==> config.mk <==
export PLATFORM = sky130hd
export DESIGN_NAME = sfp_poll_sched
export DESIGN_NICKNAME = d
export VERILOG_FILES = /design/src/rtl/sfp_poll_pkg.sv /design/src/rtl/sfp_poll_ram.sv /design/src/rtl/sfp_poll_sched.sv
export SDC_FILE = /design/constraint.sdc
export NUM_CORES = 1
export LEC_CHECK = 0
export CAP_MARGIN = 10
export CORE_ASPECT_RATIO = 0.6
export CORE_UTILIZATION = 45
export CTS_BUF_LIST = sky130_fd_sc_hd__clkbuf_16
export CTS_CLUSTER_DIAMETER = 120
export DETAILED_ROUTE_END_ITERATION = 8
export SLEW_MARGIN = 20
export SYNTH_ARGS = -nofsm -noshare
export SYNTH_HDL_FRONTEND = slang
export SYNTH_SLANG_ARGS = --single-unit
==> constraint.sdc <==
create_clock -name clk -period 10.29 [get_ports clk]
set_input_delay 1.5435 -clock clk [delete_from_list [all_inputs] [get_ports clk]]
set_output_delay 1.5435 -clock clk [all_outputs]
set_load 0.05 [all_outputs]
==> src/rtl/sfp_poll_pkg.sv <==
// rtl/sfp_poll_pkg.sv - shared state encoding and readback RAM address packing for the SFP poll scheduler
package sfp_poll_pkg;

  typedef enum logic [1:0] {
    IDLE   = 2'd0,
    SELECT = 2'd1,
    RUN    = 2'd2,
    DWELL  = 2'd3
  } poll_state_e;

  // {cage, slot} packing; callers size-cast the result to their own address width
  function automatic logic [31:0] ram_addr(input logic [31:0] cage, input logic [31:0] slot,
                                           input int aw);
    return (cage << aw) | slot;
  endfunction

endpackage

==> src/rtl/sfp_poll_ram.sv <==
// rtl/sfp_poll_ram.sv - simple dual-port result RAM, one write port, registered read-before-write read port
module sfp_poll_ram #(
  parameter int ADDR_W = 6,
  parameter int DW     = 9
) (
  input  logic              clk,
  input  logic              we,
  input  logic [ADDR_W-1:0] wr_addr,
  input  logic [DW-1:0]     wr_data,
  input  logic [ADDR_W-1:0] rd_addr,
  output logic [DW-1:0]     rd_data
);

  logic [DW-1:0] mem [2**ADDR_W];

  always_ff @(posedge clk) begin
    if (we) mem[wr_addr] <= wr_data;
    rd_data <= mem[rd_addr];
  end

endmodule

==> src/rtl/sfp_poll_sched.sv <==
// rtl/sfp_poll_sched.sv - round-robin scheduler sharing one sfp_ddmi polling engine across SFP cages
module sfp_poll_sched
  import sfp_poll_pkg::*;
#(
  parameter int NPORT  = 4,
  parameter int PW     = 2,
  parameter int AW     = 4,
  parameter int SETTLE = 8,
  parameter int TMO_W  = 20
) (
  input  logic             clk,
  input  logic             rst_n,
  input  logic             enable,
  input  logic [NPORT-1:0] port_mask,
  input  logic [15:0]      dwell,
  output logic [PW-1:0]    eng_sel,
  output logic             eng_run,
  input  logic             eng_strobe,
  input  logic [7:0]       eng_pc,
  input  logic [8:0]       eng_result,
  input  logic             eng_done,
  input  logic [PW+AW-1:0] rd_addr,
  output logic [8:0]       rd_data,
  output logic [NPORT-1:0] fresh,
  input  logic [NPORT-1:0] fresh_clr,
  output logic [NPORT-1:0] tmo_err,
  output logic [15:0]      sweep_cnt,
  output logic             busy
);

  localparam int SW = $clog2(SETTLE + 1);

  poll_state_e      state, state_nxt;
  logic [PW-1:0]    sel_nxt;
  logic [SW-1:0]    settle_cnt;
  logic [TMO_W-1:0] wdog;
  logic [15:0]      dwell_cnt;
  logic             done_set, tmo_set, wrap_inc;
  logic             dwell_last, ram_we;
  logic [PW:0]      first_pick, next_pick;
  logic [NPORT-1:0] done_vec, tmo_vec;
  logic [PW+AW-1:0] wr_addr;

  // Returns {found, index} of the first set mask bit strictly after cur, wrapping through cur itself
  function automatic logic [PW:0] next_cage(input logic [NPORT-1:0] mask, input logic [PW-1:0] cur);
    logic [PW:0] pick;
    int          j;
    pick = '0;
    for (int i = 1; i <= NPORT; i++) begin
      j = (int'(cur) + i) % NPORT;
      if (mask[j] && !pick[PW]) pick = {1'b1, PW'(j)};
    end
    return pick;
  endfunction

  assign first_pick = next_cage(port_mask, PW'(NPORT - 1));
  assign next_pick  = next_cage(port_mask, eng_sel);
  assign dwell_last = ({1'b0, dwell_cnt} + 17'd1) >= {1'b0, dwell};

  assign eng_run = (state == RUN);
  assign busy    = (state != IDLE);

  assign ram_we  = (state == RUN) && eng_strobe && (32'(eng_pc) < (32'd1 << AW));
  assign wr_addr = (PW+AW)'(ram_addr(32'(eng_sel), 32'(eng_pc[AW-1:0]), AW));

  always_comb begin
    state_nxt = state;
    sel_nxt   = eng_sel;
    done_set  = 1'b0;
    tmo_set   = 1'b0;
    wrap_inc  = 1'b0;
    case (state)
      IDLE: begin
        if (enable && first_pick[PW]) begin
          state_nxt = SELECT;
          sel_nxt   = first_pick[PW-1:0];
        end
      end
      SELECT: begin
        if (!enable) state_nxt = IDLE;
        else if (settle_cnt == SW'(SETTLE - 1)) state_nxt = RUN;
      end
      RUN: begin
        if (!enable) begin
          state_nxt = IDLE;
        end else if (eng_done) begin
          state_nxt = DWELL;
          done_set  = 1'b1;
        end else if (&wdog) begin
          state_nxt = DWELL;
          tmo_set   = 1'b1;
        end
      end
      DWELL: begin
        if (!enable) begin
          state_nxt = IDLE;
        end else if (dwell_last) begin
          if (next_pick[PW]) begin
            state_nxt = SELECT;
            sel_nxt   = next_pick[PW-1:0];
            wrap_inc  = (next_pick[PW-1:0] <= eng_sel);
          end else begin
            state_nxt = IDLE;
          end
        end
      end
      default: state_nxt = IDLE;
    endcase
  end

  assign done_vec = done_set ? (NPORT'(1) << eng_sel) : '0;
  assign tmo_vec  = tmo_set  ? (NPORT'(1) << eng_sel) : '0;

  // Counters are held at zero outside their own state, so every entry starts a fresh count
  always_ff @(posedge clk) begin
    if (!rst_n) begin
      state      <= IDLE;
      eng_sel    <= '0;
      fresh      <= '0;
      tmo_err    <= '0;
      sweep_cnt  <= '0;
      settle_cnt <= '0;
      wdog       <= '0;
      dwell_cnt  <= '0;
    end else begin
      state      <= state_nxt;
      eng_sel    <= sel_nxt;
      fresh      <= (fresh & ~fresh_clr) | done_vec;
      tmo_err    <= (tmo_err & ~fresh_clr) | tmo_vec;
      if (wrap_inc) sweep_cnt <= sweep_cnt + 16'd1;
      settle_cnt <= (state == SELECT) ? settle_cnt + SW'(1) : '0;
      wdog       <= (state == RUN) ? wdog + TMO_W'(1) : '0;
      dwell_cnt  <= (state == DWELL) ? dwell_cnt + 16'd1 : '0;
    end
  end

  sfp_poll_ram #(
    .ADDR_W(PW + AW),
    .DW    (9)
  ) u_ram (
    .clk    (clk),
    .we     (ram_we),
    .wr_addr(wr_addr),
    .wr_data(eng_result),
    .rd_addr(rd_addr),
    .rd_data(rd_data)
  );

endmodule

==> results_dict.tcl, run 1 <==
set metrics [dict create \
    status "finished clean" \
    cpPeakStageDelay_ps 550 \
    rr_startpoint "eng_sel[0]" \
    num_rows 67 \
    cp-end-kind "flop" \
    synth_top_cell_by_area "edfxtp_1" \
    wl_per_cell_um 26.7 \
    nets 1532 \
    p_per_area_mw_per_mm2 179 \
    fp.dieArea_mm2 0.0589 \
    r2r_cells 12 \
    post_dp_cell_area_mm2 0.0277 \
    overflow 0 \
    min_path_cells 1 \
    synth_nets 1429 \
    die_w_um 313 \
    synthAdderAreaFrac_pct 1.25 \
    routed_wl_um 60400 \
    dr_total_vias 13200 \
    root_buffer "clkbuf_16" \
    yosys.area_share.simple_pct 5.17 \
    hold_viol 0 \
    rsz0062_at_grt "false" \
    boundaryPins 89 \
    drc 0 \
    routabilityCongestion 0.812 \
    ff2ff_setup_slack_ps 6410 \
    met1_usage_pct 32.5 \
    synth.most_common_cell "edfxtp_1" \
    async_flop_share_pct 0 \
    synth_edf_count 576 \
    clock_latency_ps 610 \
    leakagePower_nw 9.23 \
    total_power_mw 5.29 \
    setup-violations-final 0 \
    start_util_pct 46.1 \
    viasPerCell 5.85 \
    grt_use_met2_pct 29.1 \
    synth_top_area_share_pct 66.4 \
    synth_top_family_by_area "multiplexers" \
    port_buffers 88 \
    drive_gt1_share_pct 22.4 \
    drt_iter0_drc 1433 \
    final_max_slew_viol_count 0 \
    cts_tree "done" \
    setup_tns_ps 0 \
    period_minus_slack_ps 4390 \
    grtUsageMet3_pct 5.43 \
    cts_hold_buf 0 \
    dp_cells 2153 \
    post-route-period-util_pct 42.6 \
    worstPathRequired_ps 10810 \
    synth_compound_area_share_pct 2.02 \
    cts_buffers 57 \
    r2r_end "sweep_cnt[7]" \
    postLayoutCellArea_mm2 0.0296 \
    grt_antenna_before_repair 9 \
    synth_common_cells "576 x edfxtp_1, 190 x mux4_2, 115 x nor2_1, 77 x dfxtp_1" \
    ys_warn_count 0 \
    grt_use_total_pct 20.6 \
    ys.flop_type "edfxtp_1" \
    ys_seq_area_share_pct 72.3 \
    hold_end "settle_cnt[0]" \
    htreeDepth 2 \
    critPathMaxFanout 19 \
    grt_pass1_vias 13100 \
    post-cts-setup-buffer-count 0 \
    instances_no_fill 2260 \
    grt_pass1_wl_um 88500 \
    cp_common_cell "nand2_1" \
    cp_data_arrival_time_ps 4910 \
    die_h_um 188 \
    hold_path_class "flop to flop" \
    vdd_drop_max_uv 145 \
    firstDrtPassIters 7 \
    path_cells "clkdlybuf4s50_1 > mux4_2 > a311o_1 > ha_1 > nand2_1 > o21ai_0 > nand2_1 > or2_1 > or4_1 > a21oi_1" \
    synth_xor_area_share_pct 1.04 \
    clkSlewWorstSetupHoldPaths_ps 70 \
    fmax_mhz 228 \
    critPathLaunch "port_mask[1]" \
    critical_path_class "input pin to flop" \
    maxCapViolCount 0 \
    postSynthCellCount 1351 \
    antenna_cells 0 \
    grt_max_degree 108 \
    slew_headroom_pct 21.5 \
    syn_area_mm2 0.0260 \
    detailed_place_hpwl_um 37800 \
    post_cts_resize_count 0 \
    cts_sinks 653 \
    antenna_left 0 \
    ys_ff_latch 653 \
    tightest_slew_ps 1170 \
    clockBufferDepth 3 \
    coreArea_mm2 0.0565 \
    syn_to_final_growth_pct 13.6 \
    ys_top_cells_by_area "edfxtp_1 66%, mux4_2 16%, dfxtp_1 5.9%" \
    syn_area_per_cell_um2 19.3 \
    yosysUniqueCellTypes 51 \
    cp_slowest_cell "clkdlybuf4s50_1" \
    start_kind "input pin" \
    worstHoldStart "settle_cnt[0]" \
    synthMuxAreaShare_pct 16.6 \
    busiest_layer "met1" \
    finalClockSkew_ps 12.7 \
]
kinds of logic (layout without fill, tap and decap cells):
logic type / after synthesis / after routing
buf+inv: 93 / 243
mux: 194 / 194
flops: 653 / 653
fa+ha+maj: 26 / 26
xor+xnor: 31 / 31
simple gates: 272 / 272
compound gates: 82 / 82
area by class of cell:
cell class / count / area [um^2]
clock inverter: 48 / 379
inverter: 29 / 109
multi-input combinational: 605 / 6840
fill: 4510 / 26900
timing repair buffer: 108 / 1030
sequential: 653 / 18800
clock buffer: 58 / 1450
tap: 759 / 950
per-stage QoR:
| step | hold slack (ps) | utilization, % | setup slack [ps] |
|---|---|---|---|
| final | 451 | 52.4 | 5900 |
| after floorplan | 418 | - | 6180 |
| after detailed placement | 444 | 49.0 | 5330 |
| after global placement | 432 | 49.0 | 5440 |
| after CTS | 454 | 52.3 | 5960 |
| after global routing | 491 | 52.4 | 5780 |
worst max-delay path by stage:
stage,endpoint,depth (start not counted)
floorplan,sweep_cnt[7],11
global placement,sweep_cnt[7],10
detailed placement,sweep_cnt[7],10
CTS,sweep_cnt[7],10
global route,sweep_cnt[7],10
finish,sweep_cnt[7],10
worst max-delay path: cells and delay by family:
| kind | cells | cell delay, ps |
|---|---|---|
| and+or+nand+nor | 4 | 1380 |
| AOI/OAI and AO/OA | 3 | 610 |
| buffers and inverters | 1 | 550 |
| muxes | 1 | 530 |
| adders and majority gates | 1 | 280 |
registers in the layout (all words and copies together) (netlist names):
signal	flops
u_ram.mem	576
wdog	20
dwell_cnt	16
sweep_cnt	16
u_ram.rd_data	9
fresh	4
settle_cnt	4
tmo_err	4
eng_sel	2
state	2
per-layer routing:
layer / vias up / part of all wire [%]
met5: - / 0
met1: 6956 / 46
met2: 503 / 43
met3: 69 / 9.4
met4: 0 / 1.6
li1: 5690 / -
cells in the final DEF, fill, tap and decap left out, types with 4 or more instances in the layout:
cell type / netlist / routed
xnor2_1: 16 / 16
nand4_1: 17 / 17
nor3_1: 6 / 6
and4_1: 5 / 5
clkbuf_16: 0 / 58
nor2_1: 115 / 99
or4_1: 13 / 13
nor2_2: 0 / 16
or3_1: 6 / 6
nand3_1: 23 / 23
inv_1: 29 / 34
o21ai_0: 11 / 11
buf_2: 14 / 4
clkinv_2: 0 / 16
nor2b_1: 28 / 28
o31ai_1: 12 / 12
nand2_1: 33 / 33
clkdlybuf4s50_1: 0 / 75
edfxtp_1: 576 / 576
bufinv_16: 0 / 4
and3_1: 8 / 8
o41ai_1: 4 / 4
ha_1: 26 / 26
xor2_1: 15 / 15
clkinvlp_4: 0 / 8
buf_4: 0 / 24
dfxtp_1: 77 / 77
a21oi_1: 33 / 33
mux4_2: 190 / 190
clkinv_1: 0 / 10
nand2b_1: 5 / 5
power breakdown:
| group | internal, mW | total [mW] | switching, mW |
|---|---|---|---|
| Clock | 1.13 | 2.11 | 0.981 |
| Sequential | 2.88 | 2.89 | 0.00871 |
| Combinational | 0.118 | 0.283 | 0.165 |
| Total | 4.13 | 5.29 | 1.15 |
No activity file was read; power rests on OpenSTA's default activity.
==> inputs of run 2 (changes only) <==
- clock period: 10.29 -> 3.5 ns (I/O delays scaled with it)
==> run 2 against run 1 <==
Via count is 3.3% higher. Total power grew to 2.9 times the previous value. Utilization is 1.4 points higher. First-iteration DRC count is 9.8% higher. Hold slack worse by 13 ps. Setup slack worse by 5700 ps. Combinational power grew to 3.2 times the previous value. Die area stayed put. Clock power grew to 2.9 times the previous value. Routed wire length is 1.2% higher. Register-to-register slack worse by 6200 ps. Highest routed layer unchanged. Global-route usage is 0.54 points higher.
==> results_dict.tcl, run 2 (synthesis gave the netlist of run 1 again) <==
set metrics [dict create \
    port_buffers 88 \
    detailed_place_hpwl_um 40000 \
    drive_gt1_share_pct 25.8 \
    die_w_um 313 \
    dr_total_vias 13600 \
    fp.dieArea_mm2 0.0589 \
    sequentialPowerShare_pct 54.9 \
    power_frac_clock_pct 39.2 \
    setup-violations-final 0 \
    die_h_um 188 \
    tightest_slew_ps 971 \
    htreeDepth 2 \
    vdd_drop_max_uv 325 \
    path_cells "ha_1 > and3_2 > nand4_4 > nor2_1 > xor2_1 > ha_1 > nand4_1 > nor4_1 > a211o_1 > a211oi_4 > buf_12 > or4_1 > a21oi_1" \
    critPathMaxFanout 36 \
    viasPerCell 5.78 \
    reg_top3 "u_ram.mem x576, wdog x20" \
    clockBufferDepth 3 \
    grt_pass1_vias 13300 \
    cp-end-kind "flop" \
    routed_wl_um 61200 \
    coreArea_mm2 0.0565 \
    final_max_slew_viol_count 0 \
    netSwitchingFraction_pct 21.6 \
    grt_max_degree 65 \
    ff2ff_setup_slack_ps 220 \
    rsz0062_at_grt "false" \
    mostFrequentLayoutCells "576 x edfxtp_1, 190 x mux4_2, 115 x nor2_1, 110 x buf_4, 76 x dfxtp_1" \
    finalClockSkew_ps 26.6 \
    cts_sinks 653 \
    p_per_area_mw_per_mm2 509 \
    pwr-share-comb_pct 5.9 \
    cp_common_cell "ha_1" \
    syn_to_final_growth_pct 16.6 \
    drt_iter0_drc 1574 \
    worstPathRequired_ps 4020 \
    largest_reg_flops 576 \
    wl_per_cell_um 25.9 \
    fill_cells 4433 \
    p_int_mw 12.1 \
    cp_top_family "simple AND/OR/NAND/NOR gates" \
    switchingPower_mw 3.34 \
    antenna_left 0 \
    final_common_cell "edfxtp_1" \
    leakagePower_nw 9.82 \
    grt_use_total_pct 21.2 \
    critical_path_class "flop to flop" \
    status "finished clean" \
    holdWs_ps 439 \
    antenna_cells 0 \
    largest_register "u_ram.mem" \
    grt_antenna_before_repair 2 \
    start_util_pct 46.1 \
    num_rows 67 \
    firstDrtPassIters 5 \
    cts_hold_buf 0 \
    cts_buffers 58 \
    cpPeakStageDelay_ps 500 \
    boundaryPins 89 \
    post-route-period-util_pct 93.6 \
    maxCapViolCount 0 \
    instances_no_fill 2362 \
    cp_data_arrival_time_ps 3790 \
    dp_cells 2255 \
    fmax_mhz 305 \
    path_buf_inv 1 \
    setup_tns_ps 0 \
    grt_pass1_wl_um 90800 \
    clock_latency_ps 610 \
    slew_headroom_pct 35.2 \
    post_dp_cell_area_mm2 0.0286 \
    drc 0 \
    start_kind "flop" \
    nets 1634 \
    cts_tree "done" \
    clkSlewWorstSetupHoldPaths_ps 70 \
    postLayoutCellArea_mm2 0.0304 \
    routabilityCongestion 0.799 \
    period_minus_slack_ps 3280 \
    cp_slowest_cell "or4_1" \
    hold_viol 0 \
    root_buffer "clkbuf_16" \
    overflow 0 \
    hold_path_class "input pin to flop" \
]
[run 2: changes by cell type in the layout (fill, tap and decap cells not counted), moves of 2 or more]
cell        delta
nor2_2        -16
buf_4         +86
nor2_1        +16
buf_2          +7
clkinvlp_4     -5
clkinv_2       -3
clkinv_1       +2
buf_12         +9
inv_1          +9
[run 2: final cells by class]
class                      instances  area [um^2]  share of cell area [%]
sequential                       653        18800                    62.0
multi-input combinational        605         6810                    22.4
timing repair buffer             209         1880                    6.18
clock buffer                      59         1480                    4.86
tap                              759          950                    3.13
clock inverter                    48          302                   0.993
inverter                          29          109                   0.358
[run 2: worst reg2reg max path, cell delays in order, from the launching register on]
cell      delay (ps)
dfxtp_1          400
ha_1             200
and3_2           250
nand4_4          160
nor2_1           160
xor2_1           100
ha_1             330
nand4_1          150
nor4_1           320
a211o_1          200
a211oi_4          60
buf_12           180
or4_1            510
a21oi_1          180
[run 2: path summary, 6_finish.rpt]
check,startpoint,end,cells after the start
worst max-delay path,dwell_cnt[0],sweep_cnt[11],13
worst min-delay path,eng_result[0],u_ram.mem[56][0],1
worst max register to register,dwell_cnt[0],sweep_cnt[11],13
worst min register to register,settle_cnt[0],settle_cnt[0],1
[run 2: metrics by stage]
stage	utilization (%)	power, mW	setup slack (ps)
after floorplan	-	9.14	92.0
after global placement	50.6	9.56	134
after detailed placement	50.6	9.58	11.7
after CTS	53.7	15.6	151
after global routing	53.8	16.0	3.52
final	53.8	15.5	223
[run 2: metal layers]
layer / up-vias / global-route usage [%] / wire length [um]
met5: - / 0 / 0
met4: 0 / 3.32 / 698
met3: 63 / 4.13 / 4880
met2: 481 / 29.4 / 26200
met1: 7195 / 34.9 / 29300
li1: 5909 / - / -
[run 2: repair_timing]
| action | 4_1_cts | 5_1_grt |
|---|---|---|
| buffers inserted | 0 | 0 |
| gates resized for setup | 0 | 5 |
| setup endpoints to repair | 0 | 16 |
[run 2: power by group through the flow]
stage               registers, mW  clock network, mW  logic [mW]
finish                       8.49               6.07       0.913
global placement             8.66                  0       0.905
global route                 8.48               6.53       0.965
detailed placement           8.66                  0       0.920
floorplan                    8.72                  0       0.423
CTS                          8.49               6.20       0.921
==> inputs of run 3 (changes only) <==
- CTS_CLUSTER_SIZE: unset -> 14
==> run 3 against run 2 <==
Clock power decreased by 11%. Via count shrank 0.43%. Sequential share of layout area up 0.55 points. Non-clock buffer count unchanged. Routed wire length up 0.57%. Clock skew fell by 8.3 ps. Critical endpoint is now sweep_cnt[5].
==> results_dict.tcl, run 3 (synthesis gave the netlist of run 1 again) <==
set metrics [dict create \
    status "finished clean" \
    die_h_um 188 \
    reg_top3 "u_ram.mem x576, wdog x20" \
    hold_path_class "input pin to flop" \
    cts_tree "done" \
    post_dp_cell_area_mm2 0.0286 \
    setup_tns_ps 0 \
    grt_pass1_wl_um 90900 \
    grt_antenna_before_repair 2 \
    fp.dieArea_mm2 0.0589 \
    htreeDepth 2 \
    antenna_cells 0 \
    critPathMaxFanout 36 \
    vdd_drop_max_uv 325 \
    tightest_slew_ps 956 \
    drive_gt1_share_pct 24.5 \
    cp-end-kind "flop" \
    drt_iter0_drc 1487 \
    maxCapViolCount 0 \
    die_w_um 313 \
    cpPeakStageDelay_ps 530 \
    post-cts-setup-buffer-count 0 \
    slew_headroom_pct 36.2 \
    coreArea_mm2 0.0565 \
    detailed_place_hpwl_um 40000 \
    clock_latency_ps 610 \
    cts_hold_buf 0 \
    hold_viol 0 \
    clkSlewWorstSetupHoldPaths_ps 80 \
    firstDrtPassIters 5 \
    largest_register "u_ram.mem" \
    drc 0 \
    dp_slack_ps 11.7 \
    grt_use_total_pct 21.2 \
    r2r_cells 13 \
    routed_wl_um 61500 \
    start_kind "flop" \
    largest_reg_flops 576 \
    min_path_cells 1 \
    num_rows 67 \
    finalClockSkew_ps 18.3 \
    cp.depth 13 \
    overflow 0 \
    leakagePower_nw 9.78 \
    dr_total_vias 13600 \
    syn_to_final_growth_pct 15.6 \
    cp_common_cell "ha_1" \
    post-route-period-util_pct 93.3 \
    period_minus_slack_ps 3260 \
    final.setup.worst_slack_ps 235 \
    worstPathRequired_ps 4020 \
    viasPerCell 5.78 \
    grt_pass1_vias 13300 \
    mostFrequentLayoutCells "576 x edfxtp_1, 190 x mux4_2, 115 x nor2_1, 110 x buf_4" \
    final_max_slew_viol_count 0 \
    cp_top_family "simple AND/OR/NAND/NOR gates" \
    cp_slowest_cell "or4_1" \
    cts_buffers 52 \
    critical_path_class "flop to flop" \
    nets 1628 \
    root_buffer "clkbuf_16" \
    path_buf_inv 1 \
    routabilityCongestion 0.799 \
    p_per_area_mw_per_mm2 492 \
    setup-violations-final 0 \
    postLayoutCellArea_mm2 0.0301 \
    antenna_left 0 \
    fmax_mhz 306 \
    clockBufferDepth 3 \
    cts_sinks 653 \
    boundaryPins 89 \
    wl_per_cell_um 26.1 \
    start_util_pct 46.1 \
    rsz0062_at_grt "false" \
    port_buffers 88 \
    cp_data_arrival_time_ps 3790 \
    final_common_cell "edfxtp_1" \
    grt_max_degree 65 \
    path_cells "ha_1 > and3_2 > nand4_4 > nor2_1 > xor2_1 > ha_1 > nand4_1 > nor4_2 > a211o_1 > a211oi_4 > buf_12 > or4_1 > a21oi_1" \
    post_cts_resize_count 0 \
]
## run 3: worst paths after layout
check	start	to	slack, ps
hold reg to reg	settle_cnt[0]	settle_cnt[0]	460
hold / removal	eng_result[0]	u_ram.mem[56][0]	440
setup reg to reg	dwell_cnt[0]	sweep_cnt[5]	240
setup / recovery	dwell_cnt[0]	sweep_cnt[5]	240
## run 3: area by class of cell
type / count / area, um^2
Clock buffer: 53 / 1330
Timing Repair Buffer: 209 / 1880
Inverter: 29 / 109
Multi-Input combinational cell: 605 / 6820
Fill cell: 4465 / 26400
Sequential cell: 653 / 18800
Tap cell: 759 / 950
Clock inverter: 45 / 183
## run 3: report_power, final
group	total, mW	internal (mW)	switching, mW
Combinational	0.912	0.380	0.532
Sequential	8.48	8.48	0.00961
Clock	5.42	2.73	2.69
## run 3: per-stage QoR
stage	std cells	hold slack, ps	utilization (%)	power (mW)
final	2353	441	53.3	14.8
after global routing	2353	453	53.3	15.3
after CTS	2353	427	53.2	15.0
after detailed placement	2255	445	50.6	9.58
after global placement	2255	428	50.6	9.56
after floorplan	1351	418	-	9.14
## run 3: layer usage
metal / share of wire (%) / global-route usage [%] / up-vias / routed length (um)
met5: 0 / 0 / - / 0
met4: 1.5 / 3.62 / 0 / 906
met3: 7.6 / 4.22 / 69 / 4690
met2: 43 / 29.6 / 426 / 26300
met1: 48 / 34.7 / 7215 / 29600
li1: - / - / 5879 / -
